<file path="config.mk">
export PLATFORM = sky130hd
export DESIGN_NAME = ps2_mouse_host_fsm
export DESIGN_NICKNAME = d
export VERILOG_FILES = /design/src/rtl/ps2_mouse_host_fsm.sv
export SDC_FILE = /design/constraint.sdc
export NUM_CORES = 1
export LEC_CHECK = 0
export BUFFER_PORTS_ARGS = -buffer_cell sky130_fd_sc_hd__buf_4
export CAP_MARGIN = 20
export CORE_MARGIN = 8
export CORE_UTILIZATION = 64
export DETAILED_ROUTE_END_ITERATION = 16
export PLACE_DENSITY = 0.86
export SYNTH_ARGS = -nofsm -noshare
export SYNTH_HDL_FRONTEND = slang
export SYNTH_SLANG_ARGS = --single-unit
</file>
<file path="constraint.sdc">
create_clock -name CLK -period 8.4 [get_ports CLK]
set_input_delay 0.42 -clock CLK [delete_from_list [all_inputs] [get_ports CLK]]
set_output_delay 0.42 -clock CLK [all_outputs]
set_load 0.02 [all_outputs]
</file>
<file path="src/rtl/ps2_mouse_host_fsm.sv">
// Host-side PS/2 mouse controller: init sequence, retries, packet assembly.
// Define PS2_MOUSE_INTELLIMOUSE_EN to add the wheel knock and 4-byte packets.
module ps2_mouse_host_fsm #(
    parameter int         INIT_WAIT_CYCLES = 5000000,
    parameter int         TIMEOUT_CYCLES   = 50000000,
    parameter logic [7:0] SAMPLE_RATE      = 8'd100,
    parameter int         MAX_RETRIES      = 3
) (
    input  logic       CLK,
    input  logic       RESET,
    output logic       SEND_BYTE,
    output logic [7:0] BYTE_TO_SEND,
    input  logic       BYTE_SENT,
    output logic       READ_ENABLE,
    input  logic [7:0] BYTE_READ,
    input  logic [1:0] BYTE_ERROR_CODE,
    input  logic       BYTE_READY,
    output logic [7:0] MOUSE_STATUS,
    output logic [7:0] MOUSE_DX,
    output logic [7:0] MOUSE_DY,
    output logic [7:0] MOUSE_DZ,
    output logic       SEND_INTERRUPT,
    output logic       INIT_DONE,
    output logic       INIT_FAIL,
    output logic       WHEEL_PRESENT
);

    localparam logic [3:0] S_WAIT_INIT = 4'd0;
    localparam logic [3:0] S_WAIT_SENT = 4'd1;
    localparam logic [3:0] S_WAIT_ACK  = 4'd2;
    localparam logic [3:0] S_WAIT_AA   = 4'd3;
    localparam logic [3:0] S_WAIT_00   = 4'd4;
`ifdef PS2_MOUSE_INTELLIMOUSE_EN
    localparam logic [3:0] S_WAIT_ID   = 4'd5;
    localparam logic [3:0] ID_IDX      = 4'd7;
    localparam logic [3:0] LAST_IDX    = 4'd10;
`else
    localparam logic [3:0] LAST_IDX    = 4'd3;
`endif
    localparam logic [3:0] S_B0        = 4'd6;
    localparam logic [3:0] S_B1        = 4'd7;
    localparam logic [3:0] S_B2        = 4'd8;
    localparam logic [3:0] S_B3        = 4'd9;
    localparam logic [3:0] S_PUBLISH   = 4'd10;
    localparam logic [3:0] S_FAIL      = 4'd11;

    localparam logic [31:0] INIT_LIM = 32'(INIT_WAIT_CYCLES);
    localparam logic [31:0] TO_LIM   = 32'(TIMEOUT_CYCLES);

    logic [3:0]  state, state_n;
    logic [3:0]  cmd_idx, cmd_idx_n;
    logic [31:0] timer;
    logic [7:0]  retries;
    logic [7:0]  sh_status, sh_dx, sh_dy;
    logic        wheel;
    logic        tmo, good, last_try;
    logic        send_now, fail, reinit;
    logic        cap_b0, cap_b1, cap_b2;
    logic        re_n, stream_n, pub;
`ifdef PS2_MOUSE_INTELLIMOUSE_EN
    logic        id_wheel, id_plain;
`endif

    function automatic logic [7:0] cmd_byte(input logic [3:0] idx);
`ifdef PS2_MOUSE_INTELLIMOUSE_EN
        case (idx)
            4'd0:    cmd_byte = 8'hFF;
            4'd1:    cmd_byte = 8'hF3;
            4'd2:    cmd_byte = 8'hC8;
            4'd3:    cmd_byte = 8'hF3;
            4'd4:    cmd_byte = 8'h64;
            4'd5:    cmd_byte = 8'hF3;
            4'd6:    cmd_byte = 8'h50;
            4'd7:    cmd_byte = 8'hF2;
            4'd8:    cmd_byte = 8'hF3;
            4'd9:    cmd_byte = SAMPLE_RATE;
            default: cmd_byte = 8'hF4;
        endcase
`else
        case (idx)
            4'd0:    cmd_byte = 8'hFF;
            4'd1:    cmd_byte = 8'hF3;
            4'd2:    cmd_byte = SAMPLE_RATE;
            default: cmd_byte = 8'hF4;
        endcase
`endif
    endfunction

    assign tmo      = (timer >= TO_LIM);
    assign good     = BYTE_READY && (BYTE_ERROR_CODE == 2'b00);
    assign last_try = (int'(retries) + 1 >= MAX_RETRIES);
    assign WHEEL_PRESENT = wheel;

    always_comb begin
        state_n   = state;
        cmd_idx_n = cmd_idx;
        send_now  = 1'b0;
        fail      = 1'b0;
        reinit    = 1'b0;
        cap_b0    = 1'b0;
        cap_b1    = 1'b0;
        cap_b2    = 1'b0;
`ifdef PS2_MOUSE_INTELLIMOUSE_EN
        id_wheel  = 1'b0;
        id_plain  = 1'b0;
`endif
        unique case (state)
            S_WAIT_INIT: begin
                if (timer >= INIT_LIM) begin
                    cmd_idx_n = 4'd0;
                    send_now  = 1'b1;
                    state_n   = S_WAIT_SENT;
                end
            end
            S_WAIT_SENT: begin
                if (BYTE_SENT) state_n = S_WAIT_ACK;
                else if (tmo)  fail = 1'b1;
            end
            S_WAIT_ACK: begin
                if (BYTE_READY) begin
                    if (!good || BYTE_READ != 8'hFA) begin
                        fail = 1'b1;
                    end else if (cmd_idx == 4'd0) begin
                        state_n = S_WAIT_AA;
`ifdef PS2_MOUSE_INTELLIMOUSE_EN
                    end else if (cmd_idx == ID_IDX) begin
                        state_n = S_WAIT_ID;
`endif
                    end else if (cmd_idx == LAST_IDX) begin
                        state_n = S_B0;
                    end else begin
                        cmd_idx_n = cmd_idx + 4'd1;
                        send_now  = 1'b1;
                        state_n   = S_WAIT_SENT;
                    end
                end else if (tmo) begin
                    fail = 1'b1;
                end
            end
            S_WAIT_AA: begin
                if (BYTE_READY) begin
                    if (good && BYTE_READ == 8'hAA) state_n = S_WAIT_00;
                    else fail = 1'b1;
                end else if (tmo) begin
                    fail = 1'b1;
                end
            end
            S_WAIT_00: begin
                if (BYTE_READY) begin
                    if (good && BYTE_READ == 8'h00) begin
                        cmd_idx_n = cmd_idx + 4'd1;
                        send_now  = 1'b1;
                        state_n   = S_WAIT_SENT;
                    end else begin
                        fail = 1'b1;
                    end
                end else if (tmo) begin
                    fail = 1'b1;
                end
            end
`ifdef PS2_MOUSE_INTELLIMOUSE_EN
            S_WAIT_ID: begin
                if (BYTE_READY) begin
                    if (good && (BYTE_READ == 8'h03 || BYTE_READ == 8'h00)) begin
                        id_wheel  = (BYTE_READ == 8'h03);
                        id_plain  = (BYTE_READ == 8'h00);
                        cmd_idx_n = cmd_idx + 4'd1;
                        send_now  = 1'b1;
                        state_n   = S_WAIT_SENT;
                    end else begin
                        fail = 1'b1;
                    end
                end else if (tmo) begin
                    fail = 1'b1;
                end
            end
`endif
            // B0 hunts for the sync bit and never times out
            S_B0: begin
                if (BYTE_READY) begin
                    if (!good) begin
                        reinit = 1'b1;
                    end else if (BYTE_READ[3]) begin
                        cap_b0  = 1'b1;
                        state_n = S_B1;
                    end
                end
            end
            S_B1: begin
                if (BYTE_READY) begin
                    if (!good) reinit = 1'b1;
                    else begin
                        cap_b1  = 1'b1;
                        state_n = S_B2;
                    end
                end else if (tmo) begin
                    state_n = S_B0;
                end
            end
            S_B2: begin
                if (BYTE_READY) begin
                    if (!good) reinit = 1'b1;
                    else begin
                        cap_b2  = 1'b1;
                        state_n = wheel ? S_B3 : S_PUBLISH;
                    end
                end else if (tmo) begin
                    state_n = S_B0;
                end
            end
            S_B3: begin
                if (BYTE_READY) begin
                    if (!good) reinit = 1'b1;
                    else state_n = S_PUBLISH;
                end else if (tmo) begin
                    state_n = S_B0;
                end
            end
            S_PUBLISH: state_n = S_B0;
            S_FAIL:    state_n = S_FAIL;
            default:   reinit = 1'b1;
        endcase
        if (fail) state_n = last_try ? S_FAIL : S_WAIT_INIT;
        if (reinit) state_n = S_WAIT_INIT;

        stream_n = (state_n == S_B0) || (state_n == S_B1) ||
                   (state_n == S_B2) || (state_n == S_B3) ||
                   (state_n == S_PUBLISH);
        re_n = stream_n || (state_n == S_WAIT_ACK) ||
               (state_n == S_WAIT_AA) || (state_n == S_WAIT_00);
`ifdef PS2_MOUSE_INTELLIMOUSE_EN
        re_n = re_n || (state_n == S_WAIT_ID);
`endif
        pub = (state_n == S_PUBLISH) && (state != S_PUBLISH);
    end

    always_ff @(posedge CLK) begin
        if (RESET) begin
            state          <= S_WAIT_INIT;
            cmd_idx        <= 4'd0;
            timer          <= '0;
            retries        <= 8'd0;
            sh_status      <= 8'd0;
            sh_dx          <= 8'd0;
            sh_dy          <= 8'd0;
            SEND_BYTE      <= 1'b0;
            BYTE_TO_SEND   <= 8'hFF;
            READ_ENABLE    <= 1'b0;
            MOUSE_STATUS   <= 8'd0;
            MOUSE_DX       <= 8'd0;
            MOUSE_DY       <= 8'd0;
            MOUSE_DZ       <= 8'd0;
            SEND_INTERRUPT <= 1'b0;
            INIT_DONE      <= 1'b0;
            INIT_FAIL      <= 1'b0;
`ifdef PS2_MOUSE_INTELLIMOUSE_EN
            wheel          <= 1'b0;
`endif
        end else begin
            state   <= state_n;
            cmd_idx <= cmd_idx_n;
            if (state_n != state)  timer <= '0;
            else if (timer != '1)  timer <= timer + 32'd1;
            if (reinit)    retries <= 8'd0;
            else if (fail) retries <= retries + 8'd1;
            SEND_BYTE <= send_now;
            if (send_now) BYTE_TO_SEND <= cmd_byte(cmd_idx_n);
            READ_ENABLE <= re_n;
            INIT_DONE   <= stream_n;
            if (state_n == S_FAIL) INIT_FAIL <= 1'b1;
            if (cap_b0) sh_status <= BYTE_READ;
            if (cap_b1) sh_dx     <= BYTE_READ;
            if (cap_b2) sh_dy     <= BYTE_READ;
            // last byte is forwarded straight from the receiver
            SEND_INTERRUPT <= pub;
            if (pub) begin
                MOUSE_STATUS <= sh_status;
                MOUSE_DX     <= sh_dx;
                MOUSE_DY     <= (state == S_B2) ? BYTE_READ : sh_dy;
                MOUSE_DZ     <= (state == S_B3) ? BYTE_READ : 8'd0;
            end
`ifdef PS2_MOUSE_INTELLIMOUSE_EN
            if (id_wheel)      wheel <= 1'b1;
            else if (id_plain) wheel <= 1'b0;
`endif
        end
    end

`ifndef PS2_MOUSE_INTELLIMOUSE_EN
    assign wheel = 1'b0;
`endif

endmodule

</file>
* Word-level counts from Yosys, hierarchy flattened
Cells that the tools add are included.
** Word-level totals
- Register bits after elaboration :: 117
- Word-level logic and storage cells :: 135
- Input bits :: 14
- Output and inout port bits :: 46
** Operators by class
- $add $sub $neg :: 4
- $lt $le $gt $ge :: 3
- Mux-type cells :: 61
- Equality and inequality tests :: 27
- Reductions and logical operators :: 23
** Operator list (count)
- $mux 4 :: 26
- $pmux 4 s10 :: 1
- $add 32x1->32 const B :: 1
- $eq 4x4->1 const B :: 8
- $ge 32x23->1 const B :: 1
- $ge 32x26->1 const B :: 1
- $ne 32x32->1 const B :: 1
- $mux 1 :: 25
- $eq 4x2->1 const B :: 6
- $eq 4x3->1 const B :: 6
- $pmux 8 s3 :: 1
- $mux 8 :: 2
- $logic_not 4->1 :: 3
- $pmux 4 s3 :: 1
- $add 8x1->9 const B :: 1
- $ge 9x2->1 const B :: 1
- $add 8x1->8 const B :: 1
- $eq 4x1->1 const B :: 2
- $eq 8x8->1 const B :: 1
- $logic_not 8->1 :: 1
- $logic_or 1x1->1 :: 8
- $ne 8x8->1 const B :: 1
- $reduce_or 7->1 :: 1
- $mux 3 :: 2
- 11 further kinds :: 16

* Logic depth before layout (Yosys ltp)
- Word-level depth :: 17
- Gate-level depth with buffers :: 11
- Gate-level depth less buffers :: 10

* Least setup slack after synthesis
No wires, ideal clock.
- Path kind :: register to register
- From :: reg timer[10]
- To :: reg timer[0]
- Stages on the path, launching flop included :: 10
- Path slack :: 5318 ps
- Arrival time :: 2943 ps
- Library setup time :: 139 ps
- Period minus slack after synthesis :: 3082 ps
- Data required time :: 8261 ps
- Buffers on the path :: 1
- Cell sequence :: dfxtp_1 or4_1 o211a_1 o31a_1 a311o_4 a22o_1 xor2_1 nand2b_1 buf_1 nor4_2
** Between the ends
- Cells in the longest elaborated chain, start to end :: 8
- Elaborated cells on any way between the ends :: 18
- Those cells by class :: order compare (2); eq/ne (2); mux (13); reduce/logical (1)
** Ends and longest elaborated chain
- from (decl) :: line 52 : logic [31:0] timer;
- from (signal assigned) :: line 263 : else if (timer != '1) timer <= timer + 32'd1;
- $ge 32x26->1 :: line 89 : assign tmo = (timer >= TO_LIM);
- $mux 4 / $mux 1 (equally long branches)
- $mux 4 (tied with other cells) :: line 201 : if (BYTE_READY) begin
- $pmux 4 s10 / $pmux 1 s4 (equally long branches) :: line 107 : unique case (state)
- $mux 4 :: line 223 : if (fail) state_n = last_try ? S_FAIL : S_WAIT_INIT;
- $mux 4 :: line 224 : if (reinit) state_n = S_WAIT_INIT;
- $ne 4x4->1 :: line 262 : if (state_n != state) timer <= '0;
- $reduce_or 2->1 (no source line)
Several ways; a longest one is shown, not always the timed one.
A chain may end at the register's enable or synchronous reset.

* Final worst setup path
- From :: reg state[1]
- To :: reg timer[10]
** Between the ends
- Cells in the longest elaborated chain, start to end :: 8
- Elaborated cells on any way between the ends :: 37
- Those cells by class :: eq/ne (11); mux (21); reduce/logical (5)
** Ends and longest elaborated chain
- from (decl) :: line 50 : logic [3:0] state, state_n;
- from (signal assigned) :: line 260 : state <= state_n;
- $mux 4 :: line 183 : end else if (BYTE_READ[3]) begin
- $mux 4 :: line 181 : if (!good) begin
- $mux 4 :: line 180 : if (BYTE_READY) begin
- $pmux 4 s10 :: line 107
- $mux 4 :: line 223
- $mux 4 :: line 224
- $ne 4x4->1 (*) :: line 262
- $reduce_or 2->1 (no source line) (*)
Every way passes the cells marked *; elsewhere a longest branch is shown, timed or not.

==> flow_metrics.env <==
export IMPL_crit_fanout=32
export IMPL_post_cts_buffers=0
export IMPL_status="finished clean"
export IMPL_critical_path_endpoint_type="flop"
export IMPL_p_sw_share_pct=29.9
export IMPL_core_area_sq_mm=0.00876
export IMPL_fin_crit_ns=4.01
export IMPL_syn_inst=663
export IMPL_grt_usage_pct=23.4
export IMPL_layout_commonest_cell="dfxtp_1"
export IMPL_antenna_found_initial=0
export IMPL_cp_cell_sequence="or4b_1 -> nor4_1 -> nor2b_1 -> o31ai_1 -> a22o_1 -> xor2_1 -> nand2b_2 -> nor4_1"
export IMPL_r2r_end="timer[10]$_SDFFE_PP0P_"
export IMPL_seqCellArea_sq_mm=0.00226
export IMPL_cts_tree="yes"
export IMPL_r2r_slack_ns=4.39
export IMPL_avgSynthCellArea_sq_um=8.78
export IMPL_port_buffers=56
export IMPL_wire_per_inst_microns=17.8
export IMPL_cp_slowest_cell="dfxtp_1"
export IMPL_cp_required_ns=8.80
export IMPL_p_comb_share_pct=12.4
export IMPL_cts_root_buf="clkbuf_8"
export IMPL_crit_top_cell="nor4_1"
export IMPL_finalNonFillerCells=820
export IMPL_async_flop_share_pct=0
export IMPL_hold_viol_final=0
export IMPL_whs_path_depth=2
export IMPL_cts_buffers=17
export IMPL_path_clk_slew_ns=0.06
export IMPL_maxCapViolations=0
export IMPL_synth_enable_flop_cells=0
export IMPL_clock_fmax_ghz=0.249
export IMPL_nNetsFinal=719
export IMPL_grt_pass1_vias=5097
export IMPL_final_cell_mix="113 x dfxtp_1, 76 x nand2_1, 69 x nor2_1, 59 x buf_4, 37 x a21oi_1"
export IMPL_total_power_mw=1.43
export IMPL_drtIter0Drc=455
export IMPL_fin_worst_skew_ns=0.00773
export IMPL_reg2regPathDepth=8
export IMPL_synth_area_sq_mm=0.00582
export IMPL_ios=60
export IMPL_route_final_wire_length_microns=14600
export IMPL_synth_top_area_share_pct=38.9
export IMPL_worstSetupPathType="reg2reg"
export IMPL_leakage_nw=2.49
export IMPL_min_period_over_period_pct=47.7
export IMPL_ant_nets=0
export IMPL_clk_path_buf_depth=2
export IMPL_ys_flop_type="dfxtp_1"
export IMPL_cts_hold_buf=0
export IMPL_drc=0
export IMPL_reg2reg_from="state[1]$_SDFF_PP0_"
export IMPL_start_util_pct=66.4
export IMPL_min_to="MOUSE_DZ[3]$_SDFFE_PP0P_"
export IMPL_vias=5180
export IMPL_worstHoldStart="BYTE_READ[3]"
export IMPL_rsz0062_at_grt="false"
export IMPL_arrival_ns=4.41
export IMPL_p_int_mw=1.01
export IMPL_crit_buf_inv=0
export IMPL_htree_levels=4
export IMPL_setup_slack_ns=4.39
export IMPL_start_kind="flop"
export IMPL_rows=34
export IMPL_max_stage_delay_ns=0.81
export IMPL_place_area_sq_mm=0.00620
export IMPL_gp_congestion=0.989
export IMPL_slew_violations=0
export IMPL_cp_top_family="simple AND/OR/NAND/NOR gates"
export IMPL_ys_warn_count=0
export IMPL_cts_sinks=113
export IMPL_peakVddDrop_uv=193
export IMPL_final_area_sq_mm=0.00679
export IMPL_finalSetupViolCount=0
export IMPL_cp_startpoint="state[1]$_SDFF_PP0_"
export IMPL_power_density_mw_per_mm2=211
export IMPL_worst_pin_slew_ns=1.02
export IMPL_dp_hpwl_microns=9390
export IMPL_die_w_microns=111
export IMPL_ctsResizeCount=0
export IMPL_p_switching_mw=0.429
export IMPL_ys_ff_latch=113
export IMPL_holdWs_ns=0.201
export IMPL_ys_types=70
export IMPL_tns_ns=0
export IMPL_seq_area_frac_synth_pct=38.9
export IMPL_fp_dieH_microns=111
export IMPL_areaGrowthSynthToFinish_pct=16.8
export IMPL_grt_start_max_net_pins=70
export IMPL_fin_util_pct=77.5
export IMPL_first_pass_iters=5
export IMPL_drive_above_1_share_pct=20.2
export IMPL_yosysTopAreaCell="dfxtp_1"
export IMPL_antenna_cells=0
export IMPL_multi_input_area_sq_mm=0.00330
export IMPL_worstSkewPairLatency_ns=0.52
export IMPL_hold_class="in2reg"
export IMPL_slew_headroom_pct=32.3
export IMPL_seqPwrFrac_pct=38.9
export IMPL_yosys_top_cells_area="dfxtp_1 39%, nor4_2 6.5%, nand2_1 4.9%"
export IMPL_dp_slack_ns=4.48
export IMPL_power_frac_clock_pct=48.6
export IMPL_via_per_inst=6.32
export IMPL_grt_pass1_wl_microns=24600
export IMPL_grt_overflow_total=0
export IMPL_dp_cells=786
export IMPL_fill_cells=614
export IMPL_die_area_sq_mm=0.0124
## cells by family after synthesis
kind of cell             synth area share [%]
AO/OA/AOI/OAI                            14.9
XOR/XNOR                                 6.17
adder cells (fa/ha/maj)                  1.29
buffers and inverters                    4.71
flip-flops                               38.9
multiplexers                             4.32
other                                   0.129
AND/OR/NAND/NOR                          29.6
## power by group through the flow
stage	Combinational, mW	Sequential, mW	Clock, mW
2_1_floorplan	0.160	0.564	0
3_3_place_gp	0.166	0.570	0
3_5_place_dp	0.174	0.570	0
4_1_cts	0.177	0.558	0.704
5_1_grt	0.194	0.561	0.733
6_report	0.178	0.559	0.697
## cell type report
cell class                 instances  share of cell area (%)
clock buffer                      17                    6.10
clock inverter                    15                    2.39
inverter                          16                   0.884
multi-input combinational        490                    48.6
sequential                       113                    33.3
tap                              108                    1.99
timing repair buffer              61                    6.76
## cells in the mapped netlist (all sizes together), types with 5 or more instances
cell      n
a211oi   14
and4      6
a21oi    38
or2       5
a22o      9
nand2    76
o21ai    10
a31oi     5
dfxtp   113
nand3    26
xor2     17
nand4    13
mux2i    24
nor4     43
nand2b   11
clkbuf   30
buf      15
xnor2    24
inv      16
nor3     18
nor2     69
and3      5
ha        6
## layer usage
layer | GRT usage, % | vias to the layer above | wire length (microns)
met4 | 10.0 | 0 | 331
met1 | 27.1 | 2460 | 6090
li1 | - | 2454 | -
met3 | 6.49 | 39 | 947
met5 | 0 | - | 0
met2 | 39.7 | 227 | 7220
## how the worst max path moves through the flow
stage / slack, ns / to / cells after the start
after global routing: 4.22 / timer[1]$_SDFFE_PP0P_ / 8
after CTS: 4.52 / timer[10]$_SDFFE_PP0P_ / 8
after detailed placement: 4.48 / timer[10]$_SDFFE_PP0P_ / 9
final: 4.39 / timer[10]$_SDFFE_PP0P_ / 8
after floorplan: 5.32 / timer[0]$_SDFFE_PP0P_ / 9
after global placement: 4.66 / timer[10]$_SDFFE_PP0P_ / 9
## registers in the layout (all words and copies together), names as in the netlist
signal,cells
BYTE_TO_SEND,4
SEND_INTERRUPT,1
retries,8
MOUSE_DZ,8
sh_dx,8
MOUSE_DX,8
READ_ENABLE,1
SEND_BYTE,1
sh_dy,8
INIT_DONE,1
MOUSE_STATUS,8
state,4
timer,32
MOUSE_DY,8
INIT_FAIL,1
cmd_idx,4
sh_status,8
(Power assumes the default switching activity.)
